==> src/rtl/pipe_mux_tree_if.sv <==
// pipe_mux_tree_if: request/response bundle for pipe_mux_tree.
// Ports (master drives requests, slave returns results):
//   din[N*W], sel[SB], in_valid, en  -> request side
//   dout[W], out_valid, out_sel[SB]  <- result side
//   scan                             -> only with PIPE_MUX_AUTOSCAN_EN
interface pipe_mux_tree_if #(
  parameter int W = 8,
  parameter int N = 16
);
  localparam int SB = $clog2(N);
  logic [N*W-1:0] din;
  logic [SB-1:0]  sel;
  logic           in_valid;
  logic           en;
`ifdef PIPE_MUX_AUTOSCAN_EN
  logic           scan;
`endif
  logic [W-1:0]   dout;
  logic           out_valid;
  logic [SB-1:0]  out_sel;
`ifdef PIPE_MUX_AUTOSCAN_EN
  modport master (output din, sel, in_valid, en, scan, input dout, out_valid, out_sel);
  modport slave  (input din, sel, in_valid, en, scan, output dout, out_valid, out_sel);
`else
  modport master (output din, sel, in_valid, en, input dout, out_valid, out_sel);
  modport slave  (input din, sel, in_valid, en, output dout, out_valid, out_sel);
`endif
endinterface

==> src/rtl/pipe_mux_tree.sv <==
// pipe_mux_tree: pipelined N-to-1 mux of W-bit words built from registered 4:1 levels.
// Ports: clk, rst_n (async active-low), bus (pipe_mux_tree_if.slave):
//   din/sel/in_valid sampled on enabled edges, en advances the whole pipe,
//   dout/out_valid/out_sel appear L = log4(N) enabled edges after sampling.
// Optional: PIPE_MUX_AUTOSCAN_EN adds bus.scan and a free-running select counter.
module pipe_mux_tree #(
  parameter int W = 8,
  parameter int N = 16
) (
  input logic            clk,
  input logic            rst_n,
  pipe_mux_tree_if.slave bus
);
  localparam int SB = $clog2(N);
  localparam int L  = SB / 2;
  logic [N*W-1:0] stg_data [L];
  logic [SB-1:0]  stg_tag  [L];
  logic           stg_vld  [L];
  logic [N*W-1:0] data_d [L];
  logic [N*W-1:0] data_q [L];
  logic [SB-1:0]  tag_d  [L];
  logic [SB-1:0]  tag_q  [L];
  logic           vld_d  [L];
  logic           vld_q  [L];
  logic [SB-1:0]  sel_in;
  logic           vld_in;
`ifdef PIPE_MUX_AUTOSCAN_EN
  logic [SB-1:0]  cnt_d;
  logic [SB-1:0]  cnt_q;
  // SB bits cover exactly N words, so natural overflow gives the N-1 -> 0 wrap.
  always_comb begin
    cnt_d  = bus.en && bus.scan ? cnt_q + 1'b1 : cnt_q;
    sel_in = bus.scan ? cnt_q : bus.sel;
    vld_in = bus.scan | bus.in_valid;
  end
  always_ff @(posedge clk or negedge rst_n)
    if (!rst_n) cnt_q <= '0;
    else cnt_q <= cnt_d;
`else
  always_comb begin
    sel_in = bus.sel;
    vld_in = bus.in_valid;
  end
`endif
  // Level k reads the previous level's registers together with the tag of the
  // same transaction, so each level is steered by its own slot's select.
  always_comb begin
    stg_data[0] = bus.din;
    stg_tag[0]  = sel_in;
    stg_vld[0]  = vld_in;
    for (int k = 1; k < L; k++) begin
      stg_data[k] = data_q[k-1];
      stg_tag[k]  = tag_q[k-1];
      stg_vld[k]  = vld_q[k-1];
    end
    for (int k = 0; k < L; k++) begin
      data_d[k] = '0;
      for (int g = 0; g < (N >> (2*k+2)); g++)
        data_d[k][g*W +: W] = stg_data[k][(4*g + int'(stg_tag[k][2*k +: 2]))*W +: W];
      tag_d[k] = stg_tag[k];
      vld_d[k] = stg_vld[k];
    end
  end
  always_ff @(posedge clk or negedge rst_n)
    if (!rst_n) begin
      for (int k = 0; k < L; k++) begin
        data_q[k] <= '0;
        tag_q[k]  <= '0;
        vld_q[k]  <= 1'b0;
      end
    end else if (bus.en) begin
      data_q <= data_d;
      tag_q  <= tag_d;
      vld_q  <= vld_d;
    end
  assign bus.dout      = data_q[L-1][W-1:0];
  assign bus.out_valid = vld_q[L-1];
  assign bus.out_sel   = tag_q[L-1];
endmodule

==> src/flat_wrapper.sv <==
// flat-port wrapper written by rule: the top's interface ports become plain ports
module pipe_mux_tree_flat 
#(
  parameter int W = 8,
  parameter int N = 16
)
  (clk, rst_n, bus_din, bus_sel, bus_in_valid, bus_en, bus_dout, bus_out_valid, bus_out_sel);
  pipe_mux_tree_if #(.W(W), .N(N)) bus_i ();
  input logic clk;
  input logic rst_n;
  input wire logic [$bits(bus_i.din)-1:0] bus_din;
  input wire logic [$bits(bus_i.sel)-1:0] bus_sel;
  input wire logic [$bits(bus_i.in_valid)-1:0] bus_in_valid;
  input wire logic [$bits(bus_i.en)-1:0] bus_en;
  output wire logic [$bits(bus_i.dout)-1:0] bus_dout;
  output wire logic [$bits(bus_i.out_valid)-1:0] bus_out_valid;
  output wire logic [$bits(bus_i.out_sel)-1:0] bus_out_sel;
  assign bus_i.din = bus_din;
  assign bus_i.sel = bus_sel;
  assign bus_i.in_valid = bus_in_valid;
  assign bus_i.en = bus_en;
  assign bus_dout = bus_i.dout;
  assign bus_out_valid = bus_i.out_valid;
  assign bus_out_sel = bus_i.out_sel;
  pipe_mux_tree #(.W(W), .N(N)) u_core (.clk(clk), .rst_n(rst_n), .bus(bus_i));
endmodule
==> config.mk <==
export PLATFORM = sky130hd
export DESIGN_NAME = pipe_mux_tree_flat
export DESIGN_NICKNAME = d
export VERILOG_FILES = /design/src/rtl/pipe_mux_tree_if.sv /design/src/rtl/pipe_mux_tree.sv /design/src/flat_wrapper.sv
export SDC_FILE = /design/constraint.sdc
export NUM_CORES = 1
export LEC_CHECK = 0
export ABC_AREA = 1
export BUFFER_PORTS_ARGS = -buffer_cell sky130_fd_sc_hd__buf_2
export CORE_MARGIN = 5
export CORE_UTILIZATION = 49
export DETAILED_ROUTE_END_ITERATION = 10
export PLACE_DENSITY = 0.88
export SLEW_MARGIN = 5
export SYNTH_ARGS = -nofsm -noshare
export SYNTH_HDL_FRONTEND = slang
export SYNTH_SLANG_ARGS = --single-unit
==> constraint.sdc <==
create_clock -name clk -period 1.4 [get_ports clk]
set_input_delay 0.07 -clock clk [delete_from_list [all_inputs] [get_ports clk]]
set_output_delay 0.07 -clock clk [all_outputs]
set_load 0.1 [all_outputs]
# Yosys cells after proc, flatten, opt, wreduce, memory -nomap -nowiden

Index checks and enable logic that the tools add are counted.

Multipliers: 0
Shift-type cells: 5
Order comparisons: 0
Bitwise logic cells: 0
Reductions and logical operators: 0
Muxes and demuxes: 0
Eq/ne operators: 0
Div/mod/pow operators: 0
Add/subtract/negate cells: 3

Operators with widths:

| kind                                       | count |
|---|---|
| indexed part select 128 x 32 -> 8 bit      | 3 |
| indexed part select 128 x 6 -> 8 bit       | 2 |
| adder 4 x 2 -> 5 bit, first input constant | 2 |
| adder 3 x 2 -> 4 bit, first input constant | 1 |

Bits in registers: 50
Memory bits (writable): 0
Input bits: 136
Word-level logic and storage cells: 14
Bits in read-only memories: 0
Bits in latches: 0
Memories kept: 0
Output and inout bits: 13

# Logic depth before layout (Yosys ltp)

Depth after elaboration: 2
Depth in mapped cells: 8
Mapped depth without buffers: 6

# Worst setup path before layout

No wires, ideal clock.

Kind: reg2reg
From: register, netlist name u_core.bus.out_sel[1]
To: register u_core.tag_q (netlist bit u_core.bus.out_sel[1])
Cell stages (with the launch flop): 3
Path buffers: 0
Period minus slack after synthesis: 1160 ps
Library setup time: 83 ps
Setup slack: 240 ps
Arrival time: 1078 ps
Required time: 1317 ps
Path through: dfrtp_1 > nand2_1 > o21ai_0

RTL lines:

| what                 | line                | RTL |
|---|---|---|
| to (signal assigned) | pipe_mux_tree.sv:73 | `tag_q <= tag_d;` |
| to (decl)            | pipe_mux_tree.sv:22 | `logic [SB-1:0] tag_q [L];` |

# Final worst setup path

From: register u_core.data_q (netlist bit u_core.bus.dout[4])
To: output port bus_dout[4]

RTL lines:

| what                   | line                | RTL |
|---|---|---|
| from (decl)            | pipe_mux_tree.sv:20 | `logic [N*W-1:0] data_q [L];` |
| from (signal assigned) | pipe_mux_tree.sv:72 | `data_q <= data_d;` |
| to (decl)              | flat_wrapper.sv:15  | `output wire logic [$bits(bus_i.dout)-1:0] bus_dout;` |

No word-level cell between the ends.

==> results.ini <==
[power_and_ir_drop]
power-per-cell-area_nw_per_um2 = 924
max-vdd-ir-drop_v = 0.000365
p_leak_nw = 2.62

[synthesis]
syn-mean-instance-area_um2 = 6.51
synth_top_cells_by_area = sky130_fd_sc_hd__dfrtp_1 (35%), sky130_fd_sc_hd__nand2_1 (20%), sky130_fd_sc_hd__inv_1 (9.5%), sky130_fd_sc_hd__nand3_1 (8.4%), sky130_fd_sc_hd__nor2_1 (4.1%)
yosys.cell_types.count = 22
synth_top_family_by_area = simple AND/OR/NAND/NOR gates
synthMuxAreaShare = 0
synthDominantAreaCellType = sky130_fd_sc_hd__dfrtp_1
yosysSeqAreaShare = 0.354
synth-seq-cells = 50
synth_nets = 678
area_of_the_mapped_netlist_um2 = 3530
synth-simple-area-share = 0.375
synth-adder-area-share = 0
synth-xor-area-share = 0
post_synth_inst_count = 542
yosysWarnings = 0
synth-compound-area-share = 0.0843
synth_largest_type_area_fraction = 0.354

[setup_path]
start_kind = flop
timing.critical_path.arrival_ns = 1.15
worst_path_max_delay_cell = sky130_fd_sc_hd__buf_2
cp-end-kind = output pin
total_stage_count_of_the_critical_path = 1
crit_chain = buf_2
critical_path.max_stage_delay_ns = 0.44
timing.critical_path.max_delay_family = buffers and inverters
crit_buf_inv = 1
path_class = flop to output pin
reg2reg_from = u_core.stg_tag[2]
worst-endpoint-required_ns = 1.33
timing.critical_path.from = u_core.bus.dout[4]
worstPathMaxFanout = 2
reg2reg_depth = 6

[clock_network]
ctsRootBufferMaster = sky130_fd_sc_hd__clkbuf_8
postCtsResizedCells = 0
numCtsBuffers = 5
clkLatencyLatePin_ns = 0.31
clock_edge_transition_at_the_registers_on_the_reported_setup_and_hold_paths_ns = 0.10
clock_sink_count = 50
cts_tree = done
number_of_levels_in_the_clock_h_tree = 2
buffer_depth_of_the_longest_clock_path = 2
setup_bufs_post_cts = 0

[route]
avgViaCountPerCell = 4.91
initialDrtViolationCount = 172
dr_total_vias = 3803
drc = 0
route.final.wire_length_mm = 9.44
drt.antenna.violating_nets = 0
first_pass_iters = 5
avgRoutedWirePerCell_um = 12.2

[cells_and_area]
post-route-cell-area_um2 = 4360
diodes = 0
nets = 810
mostFrequentLayoutCells = sky130_fd_sc_hd__nand2_1 (192), sky130_fd_sc_hd__buf_2 (148), sky130_fd_sc_hd__inv_1 (89), sky130_fd_sc_hd__nand3_1 (59), sky130_fd_sc_hd__dfrtp_1 (50)
seqCellArea_um2 = 1250
layout-drive-gt1-share = 0.262
mostFrequentLayoutCell = sky130_fd_sc_hd__nand2_1
layout.filler_cells = 720
synthToLayoutAreaGrowth_pct = 23.5
footprint_of_the_multi_input_gates_um2 = 1620

[timing]
finalHoldViolations = 0
setup_viol_count_final = 0
grt_setup_unrepaired = false
slew-limit-headroom = 0.666
timing_worst_slew_pin_value_ns = 0.504
setup_total_negative_slack_ns = 0
fmaxAchievable_mhz = 822
layout_min_cycle_time_ns = 1.22
report.final.slew_viol_count = 0
finClkSkew_ns = 0.0168
post-route-period-util = 0.869

[die]
ioPinCount = 149
die_w_um = 94.9
die_area_um2 = 9000
coreArea_um2 = 7140
die_y_um = 94.9
std_cell_rows = 31
initial_utilization = 0.495

[worst_hold_path]
worst_hold_path_class = primary input to flop
hold_depth = 3
min_from = bus_sel[2]

[global_routing]
grt_max_degree = 43
grt_pass1_wl_mm = 15.4
globalRouteOverflowTotal = 0
global_route_total_usage_across_every_layer = 0.210
number_of_global_route_vias_before_repair = 3778
antenna_found_initial = 0

[place]
dpl-instance-area_um2 = 4200
dp_hpwl_mm = 7.35
port_buffers = 148
gp_congestion = 0.874

[run]
max-cap-violations = 0

[run_status]
outcome = complete, no violations

## stage by stage
stage               std cells  utilization  worst slack (ns)  power (mW)  hold slack [ns]
finish                    774        0.611             0.184        4.03          0.00375
detailed placement        759        0.588             0.253        3.19           0.0517
global route              774        0.611            0.0916        4.26           0.0125
global placement          759        0.588             0.341        3.14           0.0341
floorplan                 542            -             0.240        2.84           -0.226
CTS                       771        0.607             0.200        4.03         0.000457
## sequential cells by signal, summed over array words and instances (netlist names)
name                  count
u_core.stg_tag            4
u_core.bus.dout           8
u_core.stg_vld            1
u_core.bus.out_valid      1
u_core.data_q            32
u_core.bus.out_sel        4
## final timing paths
path,to,slack (ns)
max,bus_dout[4],0.18
min,u_core.stg_tag[2],0.004
max reg2reg,u_core.bus.dout[4],0.19
min reg2reg,u_core.bus.out_sel[0],0.48
max in group asynchronous,u_core.data_q[153],0.61
min in group asynchronous,u_core.data_q[148],0.25
## repair_timing
item                                    4_1_cts  5_1_grt
hold buffers                                  4        3
endpoints found under the setup margin        0        0
endpoints found under the hold margin        22        3
## Yosys cell counts
master	count
sky130_fd_sc_hd__o211ai_1	19
sky130_fd_sc_hd__dfrtp_1	50
sky130_fd_sc_hd__or2_1	6
sky130_fd_sc_hd__o211ai_2	2
sky130_fd_sc_hd__nand3_1	59
sky130_fd_sc_hd__o21ai_1	5
sky130_fd_sc_hd__inv_4	1
sky130_fd_sc_hd__nor2_1	39
sky130_fd_sc_hd__nand4_1	3
sky130_fd_sc_hd__inv_2	2
sky130_fd_sc_hd__buf_2	10
sky130_fd_sc_hd__nand2_4	1
sky130_fd_sc_hd__buf_6	12
sky130_fd_sc_hd__nand2_1	192
sky130_fd_sc_hd__or2_0	8
sky130_fd_sc_hd__buf_1	1
sky130_fd_sc_hd__or2_2	4
sky130_fd_sc_hd__clkbuf_1	2
sky130_fd_sc_hd__buf_4	15
sky130_fd_sc_hd__o21ai_0	21
sky130_fd_sc_hd__nor2_8	1
sky130_fd_sc_hd__inv_1	89
## logic make-up after synthesis
family | after synthesis
flip-flops | 50
AO/OA/AOI/OAI | 47
buffers and inverters | 132
AND/OR/NAND/NOR | 313
## worst reg2reg max path, cell delays in order (launching register included)
cell and delay, ns:
sky130_fd_sc_hd__dfrtp_1 0.39, sky130_fd_sc_hd__inv_1 0.33, sky130_fd_sc_hd__nand2_1 0.15, sky130_fd_sc_hd__nand3_1 0.11
sky130_fd_sc_hd__nand2_1 0.06, sky130_fd_sc_hd__nand2_1 0.05, sky130_fd_sc_hd__nand2_1 0.04
## where the power goes
| part | leakage (nW) | switching [mW] | internal [mW] | total, mW |
|---|---|---|---|---|
| registers | 0.610 | 0.115 | 1.63 | 1.74 |
| logic | 1.97 | 0.988 | 0.446 | 1.43 |
| clock network | 0.0441 | 0.500 | 0.352 | 0.852 |
| total | 2.62 | 1.60 | 2.43 | 4.03 |
## area by class of cell
| type | instances | area share |
|---|---|---|
| clock buffers | 5 | 0.0158 |
| clock inverters | 3 | 0.00488 |
| inverters | 92 | 0.0798 |
| multi-input cells | 360 | 0.372 |
| flip-flops and latches | 50 | 0.287 |
| well taps | 99 | 0.0284 |
| repair buffers | 165 | 0.212 |
## routing by layer
metal / track usage / routed length [µm] / up-vias
met4: 0.0613 / 143 / 0
met2: 0.387 / 5060 / 111
met5: 0 / 0 / -
li1: - / - / 1899
met3: 0.0390 / 503 / 19
met1: 0.246 / 3730 / 1774
No activity file was read; power rests on OpenSTA's default activity.
